`src/rtl/popcnt_arbiter.sv`:
```
// popcnt_arbiter: round-robin arbiter that lends one 32-bit popcount datapath
// to NREQ requesters, one burst at a time, and returns the per-burst total of
// set bits on a response channel tagged with the owning requester.
// Build option: define POPCNT_SAT_EN to make the accumulator saturate at
// 2^ACC_W-1 instead of wrapping modulo 2^ACC_W.
`timescale 1ns/1ps

module popcnt_arbiter #(
  parameter int NREQ  = 4,
  parameter int ACC_W = 16
) (
  input  logic                     clk,
  input  logic                     rst,
  input  logic [NREQ-1:0]          req_valid,
  input  logic [32*NREQ-1:0]       req_data,
  input  logic [NREQ-1:0]          req_last,
  output logic [NREQ-1:0]          req_ready,
  output logic                     rsp_valid,
  output logic [$clog2(NREQ)-1:0]  rsp_id,
  output logic [ACC_W-1:0]         rsp_count,
  input  logic                     rsp_ready,
  output logic                     busy
);

  localparam int ID_W = $clog2(NREQ);

  localparam logic [1:0] S_IDLE  = 2'd0;
  localparam logic [1:0] S_GRANT = 2'd1;
  localparam logic [1:0] S_RESP  = 2'd2;

  logic [1:0]       state;
  logic [ID_W-1:0]  rr_ptr;
  logic [ID_W-1:0]  owner;
  logic [ACC_W-1:0] acc;
  logic [ACC_W-1:0] acc_next;

  logic [ID_W-1:0]  pick;
  logic             any_valid;

  logic [31:0]      word;
  logic             owner_valid;
  logic             owner_last;

  logic [2:0]       nib_cnt [8];
  logic [3:0]       lvl1    [4];
  logic [4:0]       lvl2    [2];
  logic [5:0]       word_cnt;

  // 4-bit compressor: number of ones in a nibble (0..4).
  function automatic logic [2:0] count4(input logic [3:0] n);
    count4 = {2'b00, n[0]} + {2'b00, n[1]} + {2'b00, n[2]} + {2'b00, n[3]};
  endfunction

  // Route the current owner's word and control bits onto the shared datapath.
  always_comb begin
    word        = req_data[32*int'(owner) +: 32];
    owner_valid = req_valid[owner];
    owner_last  = req_last[owner];
  end

  // Popcount of the owner's word: eight count4 compressors and a 3-level adder tree.
  always_comb begin
    for (int n = 0; n < 8; n++) nib_cnt[n] = count4(word[4*n +: 4]);
    for (int n = 0; n < 4; n++) lvl1[n] = {1'b0, nib_cnt[2*n]} + {1'b0, nib_cnt[2*n+1]};
    for (int n = 0; n < 2; n++) lvl2[n] = {1'b0, lvl1[2*n]} + {1'b0, lvl1[2*n+1]};
    word_cnt = {1'b0, lvl2[0]} + {1'b0, lvl2[1]};
  end

`ifdef POPCNT_SAT_EN
  logic [ACC_W:0] acc_sum;

  // Saturating accumulate: a carry out pins the total at all-ones.
  always_comb begin
    acc_sum  = {1'b0, acc} + (ACC_W+1)'(word_cnt);
    acc_next = acc_sum[ACC_W] ? '1 : acc_sum[ACC_W-1:0];
  end
`else
  // Wrapping accumulate: the total is kept modulo 2^ACC_W.
  always_comb begin
    acc_next = acc + ACC_W'(word_cnt);
  end
`endif

  // Round-robin pick: first requesting index at or above rr_ptr, with wrap.
  // Scanning from the far end lets the nearest candidate overwrite the rest.
  always_comb begin
    // NOTE: every combinational output gets a default before any condition,
    // so no path through the block leaves it unassigned (no latch inferred).
    pick      = '0;
    any_valid = |req_valid;
    for (int k = NREQ-1; k >= 0; k--) begin
      if (req_valid[(int'(rr_ptr) + k) % NREQ]) pick = ID_W'((int'(rr_ptr) + k) % NREQ);
    end
  end

  // Sequencer: arbitrate in IDLE, stream the owner's burst in GRANT, hand back the total in RESP.
  always_ff @(posedge clk or posedge rst) begin
    if (rst) begin
      state  <= S_IDLE;
      rr_ptr <= '0;
      owner  <= '0;
      acc    <= '0;
    end else begin
      // NOTE: state registers use non-blocking assignments so every register
      // samples the values from before this edge, independent of statement order.
      case (state)
        S_IDLE: begin
          if (any_valid) begin
            owner <= pick;
            acc   <= '0;
            state <= S_GRANT;
          end
        end
        S_GRANT: begin
          if (owner_valid) begin
            acc <= acc_next;
            if (owner_last) state <= S_RESP;
          end
        end
        S_RESP: begin
          if (rsp_ready) begin
            rr_ptr <= (owner == ID_W'(NREQ-1)) ? '0 : owner + 1'b1;
            state  <= S_IDLE;
          end
        end
        default: state <= S_IDLE;
      endcase
    end
  end

  // Grant decode depends only on registered state and owner.
  always_comb begin
    req_ready = '0;
    if (state == S_GRANT) req_ready[owner] = 1'b1;
  end

  assign rsp_valid = (state == S_RESP);
  assign rsp_id    = owner;
  assign rsp_count = acc;
  assign busy      = (state == S_GRANT) || (state == S_RESP);

endmodule

```
`config.mk`:
```
export PLATFORM = sky130hd
export DESIGN_NAME = popcnt_arbiter
export DESIGN_NICKNAME = d
export VERILOG_FILES = /design/src/rtl/popcnt_arbiter.sv
export SDC_FILE = /design/constraint.sdc
export NUM_CORES = 1
export LEC_CHECK = 0
export CAP_MARGIN = 30
export CORE_AREA = 5 5 86 96
export CTS_BUF_LIST = sky130_fd_sc_hd__clkbuf_8
export DETAILED_ROUTE_END_ITERATION = 7
export DIE_AREA = 0 0 91 101
export PLACE_DENSITY = 0.86
export SLEW_MARGIN = 0
export SYNTH_ARGS = -nofsm -noshare
export SYNTH_HDL_FRONTEND = slang
export SYNTH_SLANG_ARGS = --single-unit
```
`constraint.sdc`:
```
create_clock -name clk -period 11.4 [get_ports clk]
set_input_delay 2.28 -clock clk [delete_from_list [all_inputs] [get_ports clk]]
set_output_delay 2.28 -clock clk [all_outputs]
set_load 0.02 [all_outputs]
```
# --- Word level (Yosys, flattened, before mapping) ---
# Index checks and enable logic that the tools add are counted.
totals:
  reg_bits: 22
  input_bits: 139
  out_inout_bits: 24
  word_cells: 100
op_classes:
  add_sub_neg: 36
  magnitude_cmp: 6
  n_eq_ne: 7
  shifts: 1
  mux: 31
  bitwise_logic: 3
  n_reduce_logical: 12
op_table:
  columns: ["operator", "n"]
  rows:
  - ["$shiftx A128 B8 Y32", 1]
  - ["$mux W16", 2]
  - ["$pmux W16 S2", 1]
  - ["$add A2 B1 Y3", 8]
  - ["$add A3 B1 Y3", 8]
  - ["$mux W2", 9]
  - ["$add A1 B1 Y2", 8]
  - ["$add A16 B6 Y16", 1]
  - ["$add A3 B3 Y4", 4]
  - ["$bmux W1 S2", 6]
  - ["$lt A3 B4 Y1 const B", 3]
  - ["$add A4 B4 Y5", 2]
  - ["$mux W1", 10]
  - ["$add A5 B5 Y6", 1]
  - ["$lt A2 B3 Y1 const B", 2]
  - ["$ne A2 B2 Y1 const B", 3]
  - ["$pmux W2 S3", 1]
  - ["$reduce_or A2 Y1", 3]
  - ["$add A2 B1 Y2 const B", 2]
  - ["$add A2 B2 Y2 const B", 2]
  - ["$eq A2 B2 Y1 const B", 2]
  - ["$mux W4", 1]
  - ["$reduce_and A2 Y1", 2]
  - ["$reduce_and A4 Y1", 1]
  - ["other kinds (11)", 13]

# --- Longest topological paths before layout ---
# Gate-level depths: netlist (run 1).
depth:
  word_depth: 10
  depth_mapped: 20
  mapped_depth_nobuf: 18

# --- Worst setup path before layout (run 1) ---
# No wires, ideal clock.
synth_path:
  kind: "input-to-reg"
  startpoint: "input req_data[106]"
  endpoint: "register acc[12], in the netlist rsp_count[12]"
  setup_time_ns: 0.083
  arrival_ns: 7.798
  required_time_ns: 11.317
  path_slack_ns: 3.519
  path_stages: 18
  path_buffers: 0
  path_cell_list: "mux4_2 > fa_1 > inv_1 > fa_1 > inv_1 > fa_1 > fa_1 > inv_1 > fa_1 > fa_1 > fa_1 > fa_1 > nand2b_1 > a21oi_1 > o41a_1 > nand3_1 > or3_1 > o21ai_0"
synth_via:
  elab_chain_cells: 9
synth_rtl:
  columns: ["item", "line_no", "source"]
  rows:
  - ["start, declared", "15", "input logic [32*NREQ-1:0] req_data,"]
  - ["$shiftx A128 B8 Y32", "56", "word = req_data[32*int'(owner) +: 32];"]
  - ["$add A2 B1 Y3", "51", "count4 = {2'b00, n[0]} + {2'b00, n[1]} + {2'b00, n[2]} + {2'b00, n[3]};"]
  - ["$add A3 B1 Y3", "51", null]
  - ["$add A3 B3 Y4", "64", "for (int n = 0; n < 4; n++) lvl1[n] = {1'b0, nib_cnt[2*n]} + {1'b0, nib_cnt[2*n+1]};"]
  - ["$add A4 B4 Y5", "65", "for (int n = 0; n < 2; n++) lvl2[n] = {1'b0, lvl1[2*n]} + {1'b0, lvl1[2*n+1]};"]
  - ["$add A5 B5 Y6", "66", "word_cnt = {1'b0, lvl2[0]} + {1'b0, lvl2[1]};"]
  - ["$add A16 B6 Y16", "80", "acc_next = acc + ACC_W'(word_cnt);"]
  - ["$mux W16", "115", "if (owner_valid) begin"]
  - ["$pmux W16 S2", "106", "case (state)"]
  - ["end signal, assigned", "116", "acc <= acc_next;"]
  - ["end, declared", "34", "logic [ACC_W-1:0] acc;"]
# Every way passes these cells. The select of a mux whose other input is x is not followed.
# A chain may end at the register's enable or synchronous reset.

# --- Worst setup path in the final report (run 1) ---
# Ends and elaborated chain as after synthesis.

==> flow_summary.json, run 1 <==
{
  "outcome": "complete, no violations",
  "hp-class": "flop to flop",
  "initial_core_util": 0.419,
  "drcViolationCount": 0,
  "vias_per_cell": 5.33,
  "period_needed_ns": 8.37,
  "die_x_um": 91,
  "grt_usage": 0.204,
  "ff2ff_setup_slack_ns": 4.29,
  "io_pins": 163,
  "cp-startpoint": "req_data[106]",
  "cp_max_fo": 6,
  "wl_per_cell_um": 18.0,
  "arrival_ns": 8.56,
  "slew_violations": 0,
  "syn-num-nets": 466,
  "numCtsBuffers": 3,
  "finalHoldViolCount": 0,
  "cts_tree": "yes",
  "root_buffer": "clkbuf_8",
  "cts_setup_buffers": 0,
  "tightest_slew_ns": 0.869,
  "synth-edff-count": 0,
  "cp_slowest_cell": "fa_1",
  "clock_latency_ns": 0.27,
  "endpoint_kind": "flop",
  "critPathLaunchType": "input pin",
  "finalClockSkew_ns": 0.00780,
  "avgSynthCellArea_um2": 10.9,
  "worstPathCellList": "clkdlybuf4s50_1 -> mux4_2 -> fa_1 -> inv_1 -> fa_1 -> inv_1 -> fa_1 -> fa_1 -> inv_1 -> fa_1 -> fa_1 -> fa_1 -> fa_1 -> nand2b_1 -> a21oi_1 -> o41a_1 -> nand3_1 -> or3_1 -> o21ai_0",
  "fmax_mhz": 120,
  "antenna_cells": 0,
  "syn_inst": 279,
  "rsz0062_at_grt": "false",
  "yosysTopAreaCellShare": 0.253,
  "grt_pass1_vias": 3046,
  "grt_pass1_wl_um": 15100,
  "crit_buf_inv": 4,
  "cts_resized": 0,
  "antenna_found_initial": 0,
  "place.port_buffers": 162,
  "setup_tns_ns": 0,
  "path_clk_slew_ns": 0.09,
  "cts-hold-fix-buffers": 0,
  "synth_cell_types": 41,
  "yosys_warnings": 0,
  "worstSetupPathType": "input pin to flop",
  "clock-sinks": 22,
  "die_h_um": 101,
  "maxCapViolCount": 0,
  "vias": 2781,
  "grt_overflow": 0,
  "rows": 33,
  "critPathTopFamily": "adder cells",
  "post-synth-top-count-cell": "inv_1",
  "syn_area_um2": 3030,
  "slew_headroom": 0.420,
  "drt_iter0_markers": 107,
  "crit_path_frequent_cell": "fa_1",
  "grt_max_degree": 31,
  "synth_top_area_cell": "mux4_2",
  "crit_required_ns": 11.60,
  "cts_max_level": 1,
  "drive_above_1_share": 0.106,
  "synthFlopType": "dfrtp_1",
  "num-nets-final": 623,
  "ant_nets": 0,
  "dr.pass1.iters": 4,
  "core_area_um2": 7230,
  "syn_to_final_growth_pct": 58.0,
  "dieArea_um2": 9190,
  "dp_hpwl_um": 8180,
  "synth-seq-cells": 22,
  "gp_congestion": 0.869,
  "finalSetupViolations": 0,
  "finalCritPeriodShare": 0.734,
  "synth-seq-area-share": 0.182,
  "slowest_delay_ns": 0.56,
  "synth_common_cells": "inv_1 (46), mux4_2 (34), fa_1 (26)",
  "drt_wl_total_um": 9390,
  "fin_area_um2": 4790,
  "n_fill_cell": 555,
  "worstReg2RegStart": "rsp_id[0]$_DFFE_PP0P_",
  "ys_async_sr_fraction": 1.00,
  "synth_area_leaders": "mux4_2 (25%), dfrtp_1 (18%), fa_1 (17%)",
  "holdCritStartpoint": "rr_ptr[0]$_DFFE_PP0P_",
  "place_area_um2": 4720,
  "ctsLongestPathBuffers": 2
}
stage by stage:
step | hold slack (ns) | std cells | worst slack (ns) | utilization
detailed placement | 0.507 | 518 | 2.73 | 0.653
floorplan | 0.470 | 279 | 3.52 | -
CTS | 0.525 | 522 | 3.03 | 0.663
finish | 0.524 | 522 | 3.03 | 0.663
global route | 0.538 | 522 | 2.76 | 0.663
global placement | 0.499 | 518 | 2.87 | 0.653
cells by family (layout without fill, tap and decap cells):
| logic type | count (synthesis) | count (layout) | synth area share |
|---|---|---|---|
| AND/OR/NAND/NOR | 60 | 60 | 0.0966 |
| buffers and inverters | 58 | 214 | 0.0772 |
| adder cells (fa/ha/maj) | 48 | 48 | 0.263 |
| multiplexers | 39 | 39 | 0.271 |
| XOR/XNOR | 3 | 3 | 0.00867 |
| AO/OA/AOI/OAI | 49 | 49 | 0.102 |
| flip-flops | 22 | 22 | 0.182 |
registers in the layout (all words and copies together) (netlist names):
| name | count |
|---|---|
| rsp_id | 2 |
| rsp_count | 16 |
| state | 2 |
| rr_ptr | 2 |
worst register-to-register path, cell delays in order (launching register included):
cell,delay (ns)
dfrtp_2,0.54
buf_4,0.52
mux4_2,0.61
fa_1,0.55
inv_1,0.06
fa_1,0.50
inv_1,0.05
fa_1,0.47
fa_1,0.56
inv_1,0.06
fa_1,0.51
fa_1,0.52
fa_1,0.47
fa_1,0.39
nand2b_1,0.19
a21oi_1,0.24
o41a_1,0.29
nand3_1,0.13
or3_1,0.31
o21ai_0,0.08
worst paths after layout:
path                                                  end  cells after the start
worst min register to register      rr_ptr[0]$_DFFE_PP0P_                      2
worst max-delay path            rsp_count[12]$_DFFE_PP0P_                     19
worst max register to register  rsp_count[12]$_DFFE_PP0P_                     19
max in group asynchronous           rsp_id[0]$_DFFE_PP0P_                      2
worst min-delay path                rr_ptr[0]$_DFFE_PP0P_                      2
min in group asynchronous            state[0]$_DFFE_PP0P_                      2
per-layer routing:
metal / vias to the layer above / share of wire / GRT usage
met4: 0 / 0.021 / 0.0463
li1: 1297 / - / -
met5: - / 0 / 0
met2: 101 / 0.54 / 0.368
met3: 13 / 0.057 / 0.0306
met1: 1370 / 0.38 / 0.260
layout by cell type (no fill, tap or decap), drive strengths merged, types with 2 or more instances in the layout:
cell,instances
a21oi,11
clkdlybuf4s50,162
ha,22
fa,26
o21ai,20
xor2,2
nor2,8
mux2,4
nand2b,9
o211ai,2
nor2b,2
o21a,2
mux4,34
inv,46
clkbuf,3
nand2,22
and2,5
a21boi,2
nor3,3
a21o,3
dfrtp,22
nand3,6
buf,2
final cells by class:
cell class,instances,area [um^2],share of cell area
clock buffers,3,41.3,0.00863
clock inverters,1,30.0,0.00627
inverters,46,173,0.0361
multi-input cells,199,2250,0.469
flip-flops and latches,22,552,0.115
well taps,87,109,0.0227
repair buffers,164,1640,0.342
Power of run 1 is not shown: default switching activity piles up to over one toggle a cycle in this logic, so the estimate is an artifact.
==> run 2: changes to the inputs <==
CORE_AREA = 5 5 88 99   (was 5 5 86 96)
DIE_AREA = 0 0 93 104   (was 0 0 91 101)
PLACE_DENSITY = 0.82   (was 0.86)
clock period = 8.64 ns   (was 11.4 ns; I/O delays follow)
==> run 2 against run 1 <==
Compared with the run above:
- wire length fell by 0.34%
- global-route usage fell by 1.1 points
- setup slack got worse by 2.2 ns
- design area rose by 0.24%
- hold slack improved by 0.0070 ns
- first-iteration DRC count rose by 73%
- flip-flop and latch count did not move
- non-clock buffer count rose by 1
- utilization fell by 3.6 points
- clock-buffer cell count did not move
- clock skew rose by 0.00055 ns
- sequential share of layout area barely moved
- highest routed layer unchanged
==> flow_summary.json, run 2 (same netlist as run 1, synthesis figures left out) <==
{
  "outcome": "complete, no violations",
  "worstSetupPathType": "input pin to flop",
  "ff2ff_setup_slack_ns": 1.73,
  "worstReg2RegStart": "rsp_id[1]$_DFFE_PP0P_",
  "numCtsBuffers": 3,
  "hp-class": "flop to flop",
  "slew_headroom": 0.418,
  "finalClockSkew_ns": 0.00834,
  "antenna_found_initial": 0,
  "place.port_buffers": 162,
  "slew_violations": 0,
  "tightest_slew_ns": 0.871,
  "drive_above_1_share": 0.108,
  "cp_max_fo": 6,
  "cts_max_level": 1,
  "dieArea_um2": 9670,
  "num-nets-final": 624,
  "ant_nets": 0,
  "die_x_um": 93,
  "layout_commonest_cell": "clkdlybuf4s50_1",
  "cts_resized": 0,
  "grt_max_degree": 29,
  "drcViolationCount": 0,
  "dr.pass1.iters": 4,
  "cts_tree": "yes",
  "cts-hold-fix-buffers": 0,
  "initial_core_util": 0.396,
  "finalCritPeriodShare": 0.900,
  "most-common-layout-cells": "clkdlybuf4s50_1 (162), inv_1 (46), mux4_2 (34)",
  "dpl_worst_slack_ns": 0.578,
  "drt_iter0_markers": 185,
  "rsz0062_at_grt": "false",
  "critPathLaunchType": "input pin",
  "io_pins": 163,
  "min_to": "rsp_count[6]$_DFFE_PP0P_",
  "cts_setup_buffers": 0,
  "postLayoutSetupSlackWorst_ns": 0.865,
  "grt_pass1_vias": 2997,
  "endpoint_kind": "flop",
  "grt_overflow": 0,
  "root_buffer": "clkbuf_8",
  "finalHoldViolCount": 0,
  "rr_worst_depth": 19,
  "largest_reg_flops": 16,
  "n_fill_cell": 626,
  "hold_depth": 2,
  "period_needed_ns": 7.77,
  "vias_per_cell": 5.32,
  "clock-sinks": 22,
  "core_area_um2": 7660,
  "die_h_um": 104,
  "rows": 34,
  "arrival_ns": 7.97,
  "setup_tns_ns": 0,
  "crit_required_ns": 8.84,
  "holdCritStartpoint": "rsp_count[6]$_DFFE_PP0P_",
  "vias": 2796,
  "drt_wl_total_um": 9360,
  "dp_hpwl_um": 8020,
  "finalSetupViolations": 0,
  "antenna_cells": 0,
  "clock_latency_ns": 0.27,
  "grt_usage": 0.193,
  "path_clk_slew_ns": 0.09,
  "gp_congestion": 0.887,
  "fmax_mhz": 129,
  "maxCapViolCount": 0,
  "wl_per_cell_um": 17.8,
  "grt_pass1_wl_um": 15100,
  "syn_to_final_growth_pct": 58.3,
  "rr_endpoint": "rsp_count[12]$_DFFE_PP0P_",
  "ctsLongestPathBuffers": 2,
  "whs_ns": 0.531
}
[run 2: critical path: stages]
cell	delay (ns)
clkdlybuf4s50_1	0.41
mux4_2	0.49
fa_1	0.56
inv_1	0.06
fa_1	0.49
inv_1	0.05
fa_1	0.46
fa_1	0.54
inv_1	0.05
fa_1	0.50
fa_1	0.52
fa_1	0.46
fa_1	0.40
nand2b_1	0.19
a21oi_1	0.25
o41a_1	0.30
nand3_1	0.13
or3_1	0.31
o21ai_0	0.08
[run 2: stage by stage]
stage | instance area, um^2 | instances | util
3_3_place_gp | 4730 | 522 | 0.617
3_5_place_dp | 4730 | 522 | 0.617
4_1_cts | 4800 | 526 | 0.627
5_1_grt | 4800 | 526 | 0.627
2_1_floorplan | 3030 | 279 | -
6_report | 4800 | 526 | 0.627
[run 2: worst max path at each step]
stage                  start                         to  depth (start not counted)
2_1_floorplan  req_data[106]  rsp_count[12]$_DFFE_PP0P_                         18
3_3_place_gp   req_data[106]  rsp_count[12]$_DFFE_PP0P_                         19
3_5_place_dp   req_data[106]  rsp_count[12]$_DFFE_PP0P_                         19
4_1_cts        req_data[106]  rsp_count[12]$_DFFE_PP0P_                         19
5_1_grt        req_data[106]  rsp_count[10]$_DFFE_PP0P_                         19
6_report       req_data[106]  rsp_count[12]$_DFFE_PP0P_                         19
[run 2: cell type report]
class,count,area [um^2],area share
timing repair buffer,165,1640,0.343
sequential,22,552,0.115
inverter,46,173,0.0360
tap,90,113,0.0235
multi-input combinational,199,2250,0.468
clock buffer,3,41.3,0.00860
clock inverter,1,30.0,0.00626
[run 2: per-layer routing]
| layer | up-vias | part of all wire | track usage |
|---|---|---|---|
| li1 | 1302 | - | - |
| met1 | 1372 | 0.38 | 0.234 |
| met2 | 113 | 0.54 | 0.359 |
| met3 | 9 | 0.067 | 0.0333 |
| met4 | 0 | 0.012 | 0.0314 |
| met5 | - | 0 | 0 |
Power of run 2 is left out for the same reason.
==> run 3: changes to the inputs <==
CAP_MARGIN = 10   (was 30)
CORE_AREA = 5 5 93 103   (was 5 5 88 99)
DIE_AREA = 0 0 98 108   (was 0 0 93 104)
PLACE_DENSITY = 0.78   (was 0.82)
clock period = 6.6 ns   (was 8.64 ns; I/O delays follow)
==> run 3 against run 2 <==
Compared with the run above:
- the run now ends with negative setup slack left
- design area increased by 2.6%
- first-iteration DRC count shrank 38%
- critical path depth up 1
- register-to-register slack worse by 1.4 ns
- utilization decreased by 3.8 points
- cell count up 7.0%
- sequential share of layout area fell by 0.29 points
- critical endpoint is now rsp_count[10]$_DFFE_PP0P_
==> flow_summary.json, run 3 (same netlist as run 1, synthesis figures left out) <==
{
  "grt_max_degree": 23,
  "placed_cells": 549,
  "critPathLaunchType": "input pin",
  "hp-class": "flop to flop",
  "wl_per_cell_um": 17.8,
  "arrival_ns": 6.78,
  "multi_input_area_um2": 2320,
  "vias": 2810,
  "finalClockSkew_ns": 0.0104,
  "clock-sinks": 22,
  "clock_latency_ns": 0.26,
  "tightest_slew_ns": 0.855,
  "finalSetupViolations": 2,
  "dr.pass1.iters": 4,
  "drt_wl_total_um": 10000,
  "finalCritPeriodShare": 1.01,
  "cts_tree": "yes",
  "ant_nets": 0,
  "crit_required_ns": 6.73,
  "dp_hpwl_um": 8510,
  "rsz0062_at_grt": "true",
  "root_buffer": "clkbuf_8",
  "whs_ns": 0.527,
  "ctsLongestPathBuffers": 2,
  "cp_max_fo": 3,
  "postLayoutSetupSlackWorst_ns": -0.0439,
  "drive_above_1_share": 0.239,
  "place_area_um2": 4830,
  "fin_area_um2": 4920,
  "failed_checks": "negative setup slack",
  "grt_usage": 0.180,
  "cp_slowest_cell": "fa_1",
  "period_needed_ns": 6.64,
  "maxCapViolCount": 0,
  "die_x_um": 98,
  "critPathTopFamily": "adder cells",
  "finalHoldViolCount": 0,
  "num-nets-final": 640,
  "vias_per_cell": 4.99,
  "fin_util": 0.588,
  "path_clk_slew_ns": 0.09,
  "dieArea_um2": 10600,
  "grt_overflow": 0,
  "outcome": "complete, but fails checks",
  "drcViolationCount": 0,
  "instances_no_fill": 563,
  "crit_buf_inv": 5,
  "core_area_um2": 8360,
  "layout.area.seq_um2": 552,
  "largest_reg_flops": 16,
  "io_pins": 163,
  "syn_to_final_growth_pct": 62.4,
  "antenna_found_initial": 0,
  "drt_iter0_markers": 114,
  "numCtsBuffers": 3,
  "endpoint_kind": "flop",
  "most-common-layout-cells": "clkdlybuf4s50_1 (106), inv_1 (39), mux4_2 (34)",
  "die_h_um": 108,
  "cts-hold-fix-buffers": 0,
  "layout_commonest_cell": "clkdlybuf4s50_1",
  "slew_violations": 0,
  "fmax_mhz": 151,
  "cts_max_level": 1,
  "initial_core_util": 0.362,
  "slew_headroom": 0.429,
  "grt_pass1_wl_um": 15300,
  "place.port_buffers": 162,
  "rows": 35,
  "n_fill_cell": 693,
  "gp_congestion": 0.865,
  "worstSetupPathType": "input pin to flop",
  "slowest_delay_ns": 0.51,
  "crit_path_frequent_cell": "fa_1",
  "worstPathCellList": "dlygate4sd2_1 -> mux4_2 -> inv_2 -> fa_1 -> inv_2 -> fa_1 -> fa_1 -> fa_1 -> inv_1 -> fa_1 -> fa_1 -> fa_2 -> fa_2 -> nand2b_4 -> a21oi_4 -> o41a_1 -> buf_6 -> nand3_2 -> a21oi_2 -> o32ai_2",
  "grt_pass1_vias": 2994,
  "antenna_cells": 0
}
==> run 3: worst reg2reg max path, delay by kind of cell, from the launching register on <==
kind / cells / cell delay (ns)
mux: 1 / 0.55
flops: 1 / 0.49
compound gates: 4 / 0.60
simple gates: 2 / 0.26
fa+ha+maj: 8 / 3.71
buf+inv: 5 / 0.52
==> run 3: final timing paths <==
path                                       start                         to  slack, ns  cells past startpoint
hold / removal             rr_ptr[0]$_DFFE_PP0P_      rr_ptr[0]$_DFFE_PP0P_       0.53                      2
min in group asynchronous                    rst   rsp_count[8]$_DFFE_PP0P_       1.53                      2
setup reg to reg           rsp_id[0]$_DFFE_PP0P_  rsp_count[10]$_DFFE_PP0P_       0.34                     20
max in group asynchronous                    rst      rsp_id[0]$_DFFE_PP0P_       4.49                      2
setup / recovery                    req_data[98]  rsp_count[10]$_DFFE_PP0P_      -0.04                     20
hold reg to reg            rr_ptr[0]$_DFFE_PP0P_      rr_ptr[0]$_DFFE_PP0P_       0.53                      2
==> run 3: area by class of cell <==
cell class / count / area share
clock buffers: 3 / 0.00839
clock inverters: 1 / 0.00610
inverters: 46 / 0.0351
multi-input cells: 199 / 0.472
flip-flops and latches: 22 / 0.112
well taps: 111 / 0.0282
repair buffers: 181 / 0.338
==> run 3: timing repair <==
action | CTS | global route
setup buffers | 7 | 3
pin swaps | 22 | 14
gates resized for setup | 121 | 30
endpoints found under the setup margin | 11 | 11
==> run 3: layer usage <==
metal  global-route usage  vias to the layer above  share of wire
met5                    0                        -              0
met4               0.0465                        0          0.016
met3               0.0406                       14          0.059
met2                0.330                      106           0.54
met1                0.214                     1355           0.39
li1                     -                     1335              -
==> run 3: through the flow <==
step           setup TNS (ns)  setup slack [ns]
2_1_floorplan         -0.0585           -0.0585
3_3_place_gp            -5.11            -0.674
3_5_place_dp            -6.73            -0.834
4_1_cts                -0.384            -0.144
5_1_grt                -0.762            -0.187
6_report              -0.0624           -0.0439
Power of run 3 is left out for the same reason.
